File: src/rtl/pc_fetch_sequencer.sv
// Instruction fetch sequencer: drives the PC through an IDLE/FETCH/HOLD handshake with redirect and flush.
// Optional macro PC_MISALIGN_TRAP_EN redirects misaligned next PCs to TRAP_PC instead of forcing alignment.
module pc_fetch_sequencer #(
  parameter logic [31:0] RESET_PC = 32'h0000_0000,
  parameter logic [31:0] TRAP_PC  = 32'h0000_0080
) (
  input  logic        clk,
  input  logic        reset,
  output logic        imem_req,
  output logic [31:0] imem_addr,
  input  logic        imem_ack,
  input  logic [31:0] imem_rdata,
  output logic        instr_valid,
  output logic [31:0] instr,
  output logic [31:0] instr_pc,
  input  logic        instr_ready,
  input  logic        jump,
  input  logic [27:0] jump_target,
  input  logic        branch_taken,
  input  logic [31:0] branch_offset,
  input  logic        jr,
  input  logic [31:0] jr_target,
  input  logic        flush,
  input  logic [31:0] flush_pc,
  output logic [31:0] pc,
  output logic        misalign_trap,
  output logic [31:0] trap_addr
);

`ifdef PC_MISALIGN_TRAP_EN
  localparam logic TRAP_EN = 1'b1;
`else
  localparam logic TRAP_EN = 1'b0;
`endif

  typedef enum logic [1:0] {
    IDLE  = 2'b00,
    FETCH = 2'b01,
    HOLD  = 2'b10
  } state_t;

  state_t      state_r;
  logic        drop_r;
  logic [31:0] pc_plus4_s;
  logic [31:0] sel_pc_s;
  logic [31:0] next_pc_s;
  logic        misaligned_s;

  // Next-PC selection: jr > jump > branch > sequential, then alignment handling.
  always_comb begin
    pc_plus4_s = pc + 32'd4;
    sel_pc_s   = pc_plus4_s;
    if (jr) begin
      sel_pc_s = jr_target;
    end else if (jump) begin
      sel_pc_s = {pc_plus4_s[31:28], jump_target};
    end else if (branch_taken) begin
      sel_pc_s = pc_plus4_s + branch_offset;
    end else begin
      sel_pc_s = pc_plus4_s;
    end
    misaligned_s = TRAP_EN && (sel_pc_s[1:0] != 2'b00);
    if (misaligned_s) begin
      next_pc_s = TRAP_PC;
    end else begin
      next_pc_s = {sel_pc_s[31:2], 2'b00};
    end
  end

  // Fetch FSM with all outputs registered.
  always_ff @(posedge clk) begin
    if (reset) begin
      state_r       <= IDLE;
      pc            <= RESET_PC;
      drop_r        <= 1'b0;
      imem_req      <= 1'b0;
      imem_addr     <= 32'h0000_0000;
      instr_valid   <= 1'b0;
      instr         <= 32'h0000_0000;
      instr_pc      <= 32'h0000_0000;
      misalign_trap <= 1'b0;
      trap_addr     <= 32'h0000_0000;
    end else begin
      misalign_trap <= 1'b0;
      case (state_r)
        IDLE: begin
          state_r  <= FETCH;
          imem_req <= 1'b1;
          if (flush) begin
            pc        <= flush_pc;
            imem_addr <= flush_pc;
          end else begin
            imem_addr <= pc;
          end
        end
        FETCH: begin
          // A flush without ack must keep the bus request stable and drop its response.
          if (flush) begin
            pc <= flush_pc;
            if (imem_ack) begin
              imem_addr <= flush_pc;
              drop_r    <= 1'b0;
            end else begin
              drop_r    <= 1'b1;
            end
          end else if (imem_ack) begin
            if (drop_r) begin
              drop_r    <= 1'b0;
              imem_addr <= pc;
            end else begin
              instr       <= imem_rdata;
              instr_pc    <= pc;
              instr_valid <= 1'b1;
              imem_req    <= 1'b0;
              state_r     <= HOLD;
            end
          end
        end
        HOLD: begin
          if (flush) begin
            pc          <= flush_pc;
            imem_addr   <= flush_pc;
            imem_req    <= 1'b1;
            instr_valid <= 1'b0;
            state_r     <= FETCH;
          end else if (instr_ready) begin
            pc          <= next_pc_s;
            imem_addr   <= next_pc_s;
            imem_req    <= 1'b1;
            instr_valid <= 1'b0;
            state_r     <= FETCH;
            if (misaligned_s) begin
              misalign_trap <= 1'b1;
              trap_addr     <= sel_pc_s;
            end
          end
        end
        default: begin
          state_r     <= IDLE;
          drop_r      <= 1'b0;
          imem_req    <= 1'b0;
          instr_valid <= 1'b0;
        end
      endcase
    end
  end

endmodule

File: config.mk
export PLATFORM = sky130hd
export DESIGN_NAME = pc_fetch_sequencer
export DESIGN_NICKNAME = d
export VERILOG_FILES = /design/src/rtl/pc_fetch_sequencer.sv
export SDC_FILE = /design/constraint.sdc
export NUM_CORES = 1
export LEC_CHECK = 0
export ABC_AREA = 0
export CORE_MARGIN = 5
export CORE_UTILIZATION = 35
export CTS_CLUSTER_SIZE = 16
export DETAILED_ROUTE_END_ITERATION = 8
export PLACE_DENSITY = 0.73
export SETUP_SLACK_MARGIN = 0.02
export SKIP_CTS_REPAIR_TIMING = 1
export SLEW_MARGIN = 0
export SYNTH_ARGS = -nofsm -noshare
export SYNTH_HDL_FRONTEND = slang
export SYNTH_SLANG_ARGS = --single-unit
File: constraint.sdc
create_clock -name clk -period 12.55 [get_ports clk]
set_input_delay 2.51 -clock clk [delete_from_list [all_inputs] [get_ports clk]]
set_output_delay 2.51 -clock clk [all_outputs]
set_load 0.05 [all_outputs]
==> flow_metrics.env <==
export IMPL_status="completed"
export IMPL_initialDrtViolationCount=661
export IMPL_global_route_usage_met3=0.06230
export IMPL_setup_violations=0
export IMPL_critPathArrivalTime_ns=5.85
export IMPL_overflow=0
export IMPL_antenna_cells=0
export IMPL_r2r_setup_slack_ns=7.55
export IMPL_fmax_mhz=180.5
export IMPL_antenna_found_initial=2
export IMPL_viasPerCell=5.349
export IMPL_ant_nets=0
export IMPL_grt_util_met1=0.2738
export IMPL_core_area_sq_um=23540
export IMPL_worstPathCellList="clkdlybuf4s50_1 > ha_1 > a21oi_1 > o221ai_1 > a221oi_1 > a21boi_1 > o21a_1 > o221ai_1 > a311oi_1 > xnor2_1 > o2111ai_1 > a311oi_1"
export IMPL_fill_cells=2322
export IMPL_grt_pass1_vias=8551
export IMPL_drc=0
export IMPL_yosysUniqueCellTypes=65
export IMPL_fin_nets=1563
export IMPL_cap_viol_max_count=0
export IMPL_routed_wirelength_mm=32.66
export IMPL_die_area_sq_um=27240
export IMPL_postSynth_asyncResetShare=0
export IMPL_clk_latency_ns=0.42
export IMPL_worst_hold_slack_ns=0.4512
export IMPL_crit_buf_inv=1
export IMPL_dp_hpwl_mm=24.77
export IMPL_min_to="instr_pc[19]"
export IMPL_path_clk_slew_ns=0.06
export IMPL_cp_slowest_stage_delay_ns=0.42
export IMPL_via_count=9050
export IMPL_hold_class="register to register"
export IMPL_endpoint_kind="register"
export IMPL_r2r_start="pc[12]"
export IMPL_syn_inst=1114
export IMPL_initial_core_util=0.3575
export IMPL_port_buffers=289
export IMPL_clk_path_buf_depth=2
export IMPL_min_delay_start="instr_pc[19]"
export IMPL_grt_total_usage=0.2273
export IMPL_tns_ns=0
export IMPL_period_needed_ns=5.541
export IMPL_synth_seq_cells=133
export IMPL_wl_per_cell_um=19.30
export IMPL_fin_worst_skew_ns=0.01171
export IMPL_hold_viol=0
export IMPL_fp_row_count=56
export IMPL_dr_pass1_iters=5
export IMPL_whs_path_depth=2
export IMPL_avgSynthCellArea_sq_um=7.554
export IMPL_worstPathMaxFanout=5
export IMPL_grt_pass1_wl_mm=48.02
export IMPL_worst_pin_slew_ns=1.089
export IMPL_die_h_um=165.1
export IMPL_dieWidth_um=165.1
export IMPL_power_density_nw_per_um2=122.1
export IMPL_ir_drop_mv=0.08708
export IMPL_drive_gt1_frac=0.04443
export IMPL_crit_start="branch_offset[9]"
export IMPL_synth_edf_count=0
export IMPL_ios=327
export IMPL_worst_r2r_endpoint="pc[31]"
export IMPL_rsz0062_at_grt="no"
export IMPL_grt_max_degree=80
export IMPL_synth_flop_cell="dfxtp_1"
export IMPL_cts_root_buf="clkbuf_16"
export IMPL_gp_congestion=0.9585
export IMPL_syn_to_final_growth_pct=42.83
export IMPL_crit_type="input port to register"
export IMPL_cts_buffers=17
export IMPL_finalMaxSlewViolations=0
export IMPL_htree_levels=4
export IMPL_synth_seq_area_share=0.3164
export IMPL_grt_most_used_layer="met2"
export IMPL_cp_slowest_cell="clkdlybuf4s50_1"
export IMPL_reg2reg_depth=16
export IMPL_start_kind="input port"
export IMPL_worst_ep_required_time_ns=12.86
export IMPL_cts_sinks=133
export IMPL_grt_use_met2=0.3840
export IMPL_cpLargestDelayFamily="compound AO/OA/AOI/OAI gates"
export IMPL_ys_warn_count=0
export IMPL_netlist_area_sq_um=8416
export IMPL_p_leak_nw=4.549
export IMPL_fin_crit_sh=0.4415
export IMPL_tritoncts="built"
export IMPL_maxSlewHeadroom=0.2739
[routing by layer]
| layer | share of wire | up-vias |
|---|---|---|
| li1 | - | 4406 |
| met1 | 0.39 | 4177 |
| met2 | 0.48 | 400 |
| met3 | 0.090 | 63 |
| met4 | 0.038 | 4 |
| met5 | 0.00073 | - |
[kinds of logic (layout without fill, tap and decap cells)]
kind of cell | Yosys count | in the layout | share of synthesized area
compound gates | 317 | 317 | 0.2432
xor+xnor | 50 | 50 | 0.05204
fa+ha+maj | 39 | 39 | 0.05798
buf+inv | 121 | 348 | 0.06884
flops | 133 | 133 | 0.3164
mux | 33 | 33 | 0.03970
other cells | 1 | 33 | 0.0004456
simple gates | 420 | 420 | 0.2214
[layout by cell type (no fill, tap or decap), types with 7 or more instances in the layout]
master / count
mux2i_1: 30
nand3_1: 23
a21oi_1: 140
a221oi_1: 12
nor2b_1: 10
clkbuf_16: 17
o21a_1: 8
a211oi_1: 31
o21ai_0: 19
o221ai_1: 13
o31ai_1: 7
a21o_1: 7
buf_4: 15
and3_1: 8
dfxtp_1: 133
nand2b_1: 10
xnor2_1: 32
o21ai_1: 17
nor3_1: 21
ha_1: 39
a311oi_1: 9
nand2_1: 208
conb_1: 33
xor2_1: 18
inv_1: 13
clkdlybuf4s50_1: 287
nand4_1: 10
and2_1: 7
nor2_1: 98
[report_power, final]
group          switching, mW  total, mW  internal [mW]
combinational          0.294      0.471          0.178
sequential            0.0367      0.487          0.450
clock                  0.205      0.509          0.304
total                  0.536       1.47          0.932
[synthesized netlist by cell type (10+ instances only)]
cell type / instances / area, sq um
o221ai_1: 13 / 113.9
nand2_1: 208 / 780.8
a211oi_1: 31 / 232.7
inv_1: 13 / 48.80
xnor2_1: 32 / 280.3
xor2_1: 18 / 157.7
dfxtp_1: 133 / 2663
nand2b_1: 10 / 62.56
nor2_1: 98 / 367.9
o21ai_1: 17 / 85.08
a221oi_1: 12 / 105.1
clkbuf_1: 68 / 255.2
nand4_1: 10 / 62.56
ha_1: 39 / 488.0
buf_4: 33 / 247.7
nor3_1: 21 / 105.1
a21oi_1: 141 / 705.7
o21ai_0: 20 / 100.1
nor2b_1: 10 / 62.56
mux2i_1: 30 / 300.3
nand3_1: 24 / 120.1
[worst register-to-register path: stages, from the launching register on]
cell	delay (ns)
dfxtp_1	0.60
nand4_1	0.29
nor4_1	0.68
and3_1	0.32
nand3_1	0.11
xnor2_1	0.34
ha_1	0.39
a21o_1	0.24
a21o_1	0.18
a21o_1	0.21
a221o_1	0.33
and3_1	0.18
a21oi_1	0.21
a21oi_1	0.12
a2111o_1	0.45
nor2_1	0.12
nor3_1	0.08
[per-stage QoR]
| stage | utilization | power [mW] | instance area [sq um] | instances | worst slack (ns) |
|---|---|---|---|---|---|
| final | 0.5106 | 1.468 | 12020 | 1692 | 7.009 |
| after global routing | 0.5106 | 1.534 | 12020 | 1692 | 6.707 |
| after CTS | 0.5106 | 1.478 | 12020 | 1692 | 7.096 |
| after detailed placement | 0.4849 | 0.9638 | 11420 | 1660 | 6.655 |
| after global placement | 0.4849 | 0.9591 | 11420 | 1660 | 6.733 |
| after floorplan | - | 0.7944 | 8536 | 1146 | 7.620 |
[worst max-delay path by stage]
stage                    endpoint  slack [ns]  cells past startpoint
finish                     pc[30]        7.01                     12
detailed placement         pc[30]        6.65                     12
global route               pc[30]        6.71                     12
global placement    imem_addr[30]        6.73                     12
floorplan           imem_addr[30]        7.62                     11
CTS                        pc[30]        7.10                     12
[state kept, by name, summed over array words and instances (netlist names)]
name	count
instr	32
instr_valid	1
pc	32
imem_addr	32
drop_r	1
instr_pc	32
state_r	2
imem_req	1
[layout make-up]
type                    count  area, sq um  share of cell area
well taps                 319        399.1             0.03320
flip-flops and latches    133         2663              0.2215
repair buffers            303         2990              0.2488
multi-input cells         892         5315              0.4422
clock inverters            14        165.2             0.01374
inverters                  13        48.80            0.004060
clock buffers              18        439.2             0.03654
Power figures use the tool's default switching activity.
